**config.mk**
```make
export PLATFORM = sky130hd
export DESIGN_NAME = mvu_controller
export DESIGN_NICKNAME = d
export VERILOG_FILES = /design/src/rtl/mvu_ctrl_pkg.sv /design/src/rtl/mvu_ctrl_agu.sv /design/src/rtl/mvu_controller.sv
export SDC_FILE = /design/constraint.sdc
export NUM_CORES = 1
export LEC_CHECK = 0
export ABC_AREA = 1
export CORE_MARGIN = 5
export CORE_UTILIZATION = 50
export CTS_BUF_LIST = sky130_fd_sc_hd__clkbuf_2 sky130_fd_sc_hd__clkbuf_4 sky130_fd_sc_hd__clkbuf_8
export DETAILED_ROUTE_END_ITERATION = 6
export HOLD_SLACK_MARGIN = 0.02
export PLACE_DENSITY = 0.78
export SYNTH_ARGS = -nofsm -noshare
export SYNTH_HDL_FRONTEND = slang
export SYNTH_SLANG_ARGS = --single-unit
```
**constraint.sdc**
```tcl
create_clock -name clk -period 9.9 [get_ports clk]
set_input_delay 1.98 -clock clk [delete_from_list [all_inputs] [get_ports clk]]
set_output_delay 1.98 -clock clk [all_outputs]
set_load 0.005 [all_outputs]
```
**src/rtl/mvu_ctrl_pkg.sv**
```systemverilog
// rtl/mvu_ctrl_pkg.sv - shared widths, FSM states and multiply modes for the mvu job sequencer
package mvu_ctrl_pkg;

  localparam int BWBANKA = 9;
  localparam int BDBANKA = 14;
  localparam int BPREC   = 5;
  localparam int BTILE   = 9;

  typedef enum logic [1:0] {
    S_IDLE  = 2'd0,
    S_RUN   = 2'd1,
    S_DRAIN = 2'd2,
    S_WRITE = 2'd3
  } state_t;

  typedef enum logic [1:0] {
    MUL_OFF = 2'd0,
    MUL_BIN = 2'd1,
    MUL_TER = 2'd2,
    MUL_RSV = 2'd3
  } mul_mode_t;

endpackage

```
**src/rtl/mvu_ctrl_agu.sv**
```systemverilog
// rtl/mvu_ctrl_agu.sv - tile/wbit/ibit nested counters and bank address generation
module mvu_ctrl_agu
  import mvu_ctrl_pkg::*;
(
  input  logic               clk,
  input  logic               rst,
  input  logic               clear,
  input  logic               step,
  input  logic               tile_inc,
  input  logic [BPREC-1:0]   iprec,
  input  logic [BPREC-1:0]   wprec,
  input  logic [BTILE-1:0]   ntiles,
  input  logic [BWBANKA-1:0] wbase,
  input  logic [BDBANKA-1:0] dbase,
  input  logic [BDBANKA-1:0] obase,
  output logic [BWBANKA-1:0] rdw_addr,
  output logic [BDBANKA-1:0] rdd_addr,
  output logic [BDBANKA-1:0] wrd_addr,
  output logic               first_step,
  output logic               last_step,
  output logic               last_tile
);

  logic [BTILE-1:0] tile;
  logic [BPREC-1:0] wbit;
  logic [BPREC-1:0] ibit;
  logic             ibit_last;
  logic             wbit_last;

  assign ibit_last  = (ibit == iprec - BPREC'(1));
  assign wbit_last  = (wbit == wprec - BPREC'(1));
  assign first_step = (ibit == '0) && (wbit == '0);
  assign last_step  = ibit_last && wbit_last;
  assign last_tile  = (tile == ntiles - BTILE'(1));

  // ibit is the inner loop; both bit counters wrap to 0 at the end of a tile
  always_ff @(posedge clk) begin
    if (rst || clear) begin
      tile <= '0;
      wbit <= '0;
      ibit <= '0;
    end else begin
      if (step) begin
        if (ibit_last) begin
          ibit <= '0;
          wbit <= wbit_last ? '0 : wbit + BPREC'(1);
        end else begin
          ibit <= ibit + BPREC'(1);
        end
      end
      if (tile_inc) tile <= tile + BTILE'(1);
    end
  end

  assign rdw_addr = wbase + BWBANKA'(tile) * BWBANKA'(wprec) + BWBANKA'(wbit);
  assign rdd_addr = dbase + BDBANKA'(ibit);
  assign wrd_addr = obase + BDBANKA'(tile);

endmodule

```
**src/rtl/mvu_controller.sv**
```systemverilog
// rtl/mvu_controller.sv - mvu job sequencer (RUN/DRAIN/WRITE per tile)
// Optional max-pool controls enabled by defining MVU_CTRL_MAXPOOL_EN.
module mvu_controller
  import mvu_ctrl_pkg::*;
#(
  parameter int PIPE_LAT = 3
) (
  input  logic               clk,
  input  logic               rst,
  input  logic               start,
  input  logic [1:0]         cfg_mul_mode,
  input  logic [BPREC-1:0]   cfg_iprec,
  input  logic [BPREC-1:0]   cfg_wprec,
  input  logic [BTILE-1:0]   cfg_ntiles,
  input  logic [BWBANKA-1:0] cfg_wbase,
  input  logic [BDBANKA-1:0] cfg_dbase,
  input  logic [BDBANKA-1:0] cfg_obase,
`ifdef MVU_CTRL_MAXPOOL_EN
  input  logic               cfg_pool,
`endif
  output logic               busy,
  output logic               done,
  output logic [1:0]         mul_mode,
  output logic               acc_clr,
  output logic               acc_sh,
  output logic               max_en,
  output logic               max_clr,
  output logic               max_pool,
  output logic [BWBANKA-1:0] rdw_addr,
  output logic               rdd_en,
  input  logic               rdd_grnt,
  output logic [BDBANKA-1:0] rdd_addr,
  output logic               wrd_en,
  input  logic               wrd_grnt,
  output logic [BDBANKA-1:0] wrd_addr
);

  localparam int DW = $clog2(PIPE_LAT + 1);

  state_t             state, state_nx;
  mul_mode_t          mode_q;
  logic [BPREC-1:0]   iprec_q, wprec_q;
  logic [BTILE-1:0]   ntiles_q;
  logic [BWBANKA-1:0] wbase_q;
  logic [BDBANKA-1:0] dbase_q, obase_q;
  logic [DW-1:0]      drain_cnt;
  logic accept, zero_job, drain_last;
  logic step, tile_inc, job_end;
  logic first_step, last_step, last_tile;

  assign accept     = (state == S_IDLE) && start && !busy;
  assign zero_job   = (cfg_iprec == '0) || (cfg_wprec == '0) || (cfg_ntiles == '0);
  assign drain_last = (drain_cnt == DW'(PIPE_LAT - 1));
  assign mul_mode   = busy ? mode_q : MUL_OFF;

  always_ff @(posedge clk) begin
    if (rst) state <= S_IDLE;
    else     state <= state_nx;
  end

  always_comb begin
    state_nx = state;
    rdd_en   = 1'b0;
    wrd_en   = 1'b0;
    acc_clr  = 1'b0;
    acc_sh   = 1'b0;
    step     = 1'b0;
    tile_inc = 1'b0;
    job_end  = 1'b0;
    case (state)
      S_IDLE: if (accept && !zero_job) state_nx = S_RUN;
      S_RUN: begin
        rdd_en  = 1'b1;
        step    = rdd_grnt;
        acc_clr = first_step && rdd_grnt;
        acc_sh  = !first_step && rdd_grnt;
        if (rdd_grnt && last_step) state_nx = S_DRAIN;
      end
      S_DRAIN: if (drain_last) state_nx = S_WRITE;
      S_WRITE: begin
        wrd_en = 1'b1;
        if (wrd_grnt) begin
          job_end  = last_tile;
          tile_inc = !last_tile;
          state_nx = last_tile ? S_IDLE : S_RUN;
        end
      end
      default: state_nx = S_IDLE;
    endcase
  end

  // A degenerate job stays in IDLE: busy is visible for one cycle alongside done
  always_ff @(posedge clk) begin
    if (rst) begin
      busy      <= 1'b0;
      done      <= 1'b0;
      mode_q    <= MUL_OFF;
      iprec_q   <= '0;
      wprec_q   <= '0;
      ntiles_q  <= '0;
      wbase_q   <= '0;
      dbase_q   <= '0;
      obase_q   <= '0;
      drain_cnt <= '0;
    end else begin
      done      <= job_end || (accept && zero_job);
      drain_cnt <= (state == S_DRAIN) ? drain_cnt + DW'(1) : '0;
      if (accept) begin
        busy     <= 1'b1;
        mode_q   <= mul_mode_t'(cfg_mul_mode);
        iprec_q  <= cfg_iprec;
        wprec_q  <= cfg_wprec;
        ntiles_q <= cfg_ntiles;
        wbase_q  <= cfg_wbase;
        dbase_q  <= cfg_dbase;
        obase_q  <= cfg_obase;
      end else if (state == S_IDLE || job_end) begin
        busy <= 1'b0;
      end
    end
  end

  mvu_ctrl_agu u_agu (
    .clk        (clk),
    .rst        (rst),
    .clear      (accept),
    .step       (step),
    .tile_inc   (tile_inc),
    .iprec      (iprec_q),
    .wprec      (wprec_q),
    .ntiles     (ntiles_q),
    .wbase      (wbase_q),
    .dbase      (dbase_q),
    .obase      (obase_q),
    .rdw_addr   (rdw_addr),
    .rdd_addr   (rdd_addr),
    .wrd_addr   (wrd_addr),
    .first_step (first_step),
    .last_step  (last_step),
    .last_tile  (last_tile)
  );

`ifdef MVU_CTRL_MAXPOOL_EN
  logic pool_q;

  always_ff @(posedge clk) begin
    if (rst) begin
      pool_q  <= 1'b0;
      max_clr <= 1'b1;
    end else begin
      max_clr <= accept;
      if (accept) pool_q <= cfg_pool;
    end
  end

  assign max_pool = busy && pool_q;
  assign max_en   = (state == S_DRAIN) && drain_last;
`else
  assign max_en   = 1'b0;
  assign max_clr  = 1'b1;
  assign max_pool = 1'b0;
`endif

endmodule

```
==> impl_metrics.toml <==
[floorplanning]
die_h_um = 121
initial_core_util_pct = 51.2
ioPinCount = 111
die_x_um = 121
core-area_sq_mm = 0.0121
dieArea_sq_mm = 0.0147
row_count = 40

[yosys]
synthCells = 866
yosys_warnings = 0
synth.distinct_cells = 42
synth-async-reset-ratio_pct = 0
synthesis.area_sq_mm = 0.00621
syn_area_per_cell_sq_um = 7.17
dominantRegCellSynth = "dfxtp_1"
ys_ff_latch = 83
synth_edf_count = 0
ys_seq_area_share_pct = 26.8

[outcome]
status = "finished, final reports clean"

[critical_path]
crit_type = "reg2out"
cp.arrival_ps = 4890
timing.rr.end = "state[0]"
cp-start-kind = "register"
cp_max_fo = 10
rr_startpoint = "wprec_q[0]"
worstPathRequired_ps = 7920
end_kind = "output port"
rrSetupSlack_ps = 7700
worstRegToRegCells = 12

[finish]
final_common_cell = "nand2_1"
final_util_pct = 62.3
layout.nets = 1087
drive_gt1_share_pct = 6.26
layout_common_cells = "156 x nand2_1, 118 x inv_1, 108 x nor2_1"
post-route-cell-area_sq_mm = 0.00754
area_delta_synth_final_pct = 21.5
n_antenna_cell = 0

[route]
drtIter0Drc = 279
ant_nets = 0
first_pass_iters = 5
routed_wl_mm = 15.2
wl_per_cell_um = 13.5
vias_per_cell = 5.04
vias = 5678
route.detailed.drc = 0

[power_and_ir_drop]
p_leak_uw = 0.00343
power_density_mw_per_mm2 = 186
total_power_uw = 1400
ir_drop_v = 0.000157

[sta]
tightest_slew_ps = 708
fmax_mhz = 146
timing.hold.ws_ps = 429
setup_tns_ps = 0
slew_headroom_pct = 52.8
drv_slew = 0
finalCritPeriodShare_pct = 69.4
hold_viol_final = 0
rsz0062_at_grt = "no"
final-setup-viol-count = 0
layout_min_cycle_time_ps = 6870
finClkSkew_ps = 9.83

[placed_design]
placed_cell_area_sq_mm = 0.00733
io_buffers = 107
place_hpwl_mm = 11.9
gp_congestion = 0.905

[global_route]
overflow = 0
grt_pass1_wl_mm = 25.0
grt_use_total_pct = 20.9
grt_max_degree = 82
antenna_found_initial = 0
grt_pass1_vias = 5361

[worst_hold_path]
hold_class = "reg2reg"
min_to = "drain_cnt[0]"
whs_path_depth = 1
min-delay-start = "drain_cnt[0]"

[clock_tree]
htree_levels = 3
post_cts_buffers = 0
numCtsBuffers = 9
clk_latency_ps = 370
clk_pin_slew_ps = 90
cts_tree = "built"
numClockSinks = 83
root_buffer = "clkbuf_8"
post_cts_resized = 0
hold_buffers = 0
clk_path_buf_depth = 2

[run]
drv_cap = 0
==> layout make-up <==
cell class,instances,area [sq um]
Clock buffer,9,124
Clock inverter,7,91.3
Fill cell,1131,4570
Inverter,129,484
Multi-Input combinational cell,620,3880
Sequential cell,83,1660
Tap cell,168,210
Timing Repair Buffer,110,1090
==> cell usage after synthesis (7+ instances only) <==
cell type / instances / area share, %
o21ai_0: 69 / 5.6
nand2_1: 156 / 9.4
ha_1: 45 / 9.1
nor2_2: 7 / 0.71
xor2_1: 28 / 4.0
buf_2: 11 / 0.89
inv_2: 10 / 0.60
dfxtp_1: 83 / 27
clkbuf_1: 14 / 0.85
xnor2_1: 26 / 3.7
nand4_1: 13 / 1.3
a21oi_1: 52 / 4.2
nor2_1: 108 / 6.5
nand3_1: 33 / 2.7
nor3_1: 11 / 0.89
fa_1: 26 / 8.4
inv_1: 118 / 7.1
==> metrics by stage <==
stage,worst slack [ps],std cells
6_report,3030,1126
3_5_place_dp,3400,1110
5_1_grt,2750,1126
2_1_floorplan,4080,867
4_1_cts,2990,1126
3_3_place_gp,3460,1110
==> sequential cells by signal, indices dropped and copies added, names as in the netlist <==
signal and flops:
busy 1, dbase_q 14, done 1, drain_cnt 2
iprec_q 5, mode_q 2, ntiles_q 9, obase_q 14
state 2, u_agu.ibit 5, u_agu.tile 9, u_agu.wbit 5
wbase_q 9, wprec_q 5
==> cells by family (layout without fill, tap and decap cells) <==
| logic type | Yosys count | count (layout) | synth area share (%) |
|---|---|---|---|
| AOI/OAI and AO/OA | 141 | 141 | 12.0 |
| xor gates and xnor gates | 54 | 54 | 7.62 |
| adders and majority gates | 71 | 71 | 17.5 |
| buffers and inverters | 164 | 255 | 10.8 |
| DFF | 83 | 83 | 26.8 |
| other | 2 | 3 | 0.121 |
| and+or+nand+nor | 351 | 351 | 25.2 |
==> worst max-delay path, stage by stage (launching register included) <==
cell and delay, ps:
dfxtp_1 530, nand2_1 140, fa_1 510, fa_1 540, inv_1 50, fa_1 520
inv_1 50, fa_1 500, inv_1 40, ha_1 350, nand2_1 80, o21ai_0 250
a21oi_1 100, o21ai_0 190, xor2_1 160, clkdlybuf4s50_1 510
==> routing by layer <==
metal	part of all wire, %	GRT usage (%)	routed length (um)	up-vias
met5	0	0	0	-
met4	1.7	6.16	262	0
met3	5.2	3.26	794	17
met2	48	35.2	7250	147
met1	45	27.7	6920	2612
li1	-	-	-	2902
==> how the worst max path moves through the flow <==
stage | startpoint | to | slack, ps | cells after the start
floorplan | u_agu.tile[0] | rdw_addr[7] | 4080 | 15
global placement | u_agu.tile[0] | rdw_addr[7] | 3460 | 15
detailed placement | u_agu.tile[0] | rdw_addr[7] | 3400 | 15
CTS | u_agu.tile[0] | rdw_addr[7] | 2990 | 15
global route | u_agu.tile[0] | rdw_addr[7] | 2750 | 15
finish | u_agu.tile[0] | rdw_addr[7] | 3030 | 15
==> report_power, final <==
part | switching (uW) | total, uW | internal, uW
Clock | 133 | 275 | 142
Combinational | 361 | 648 | 287
Sequential | 73.4 | 481 | 407
Total | 567 | 1400 | 836
No activity file was read; power rests on OpenSTA's default activity.
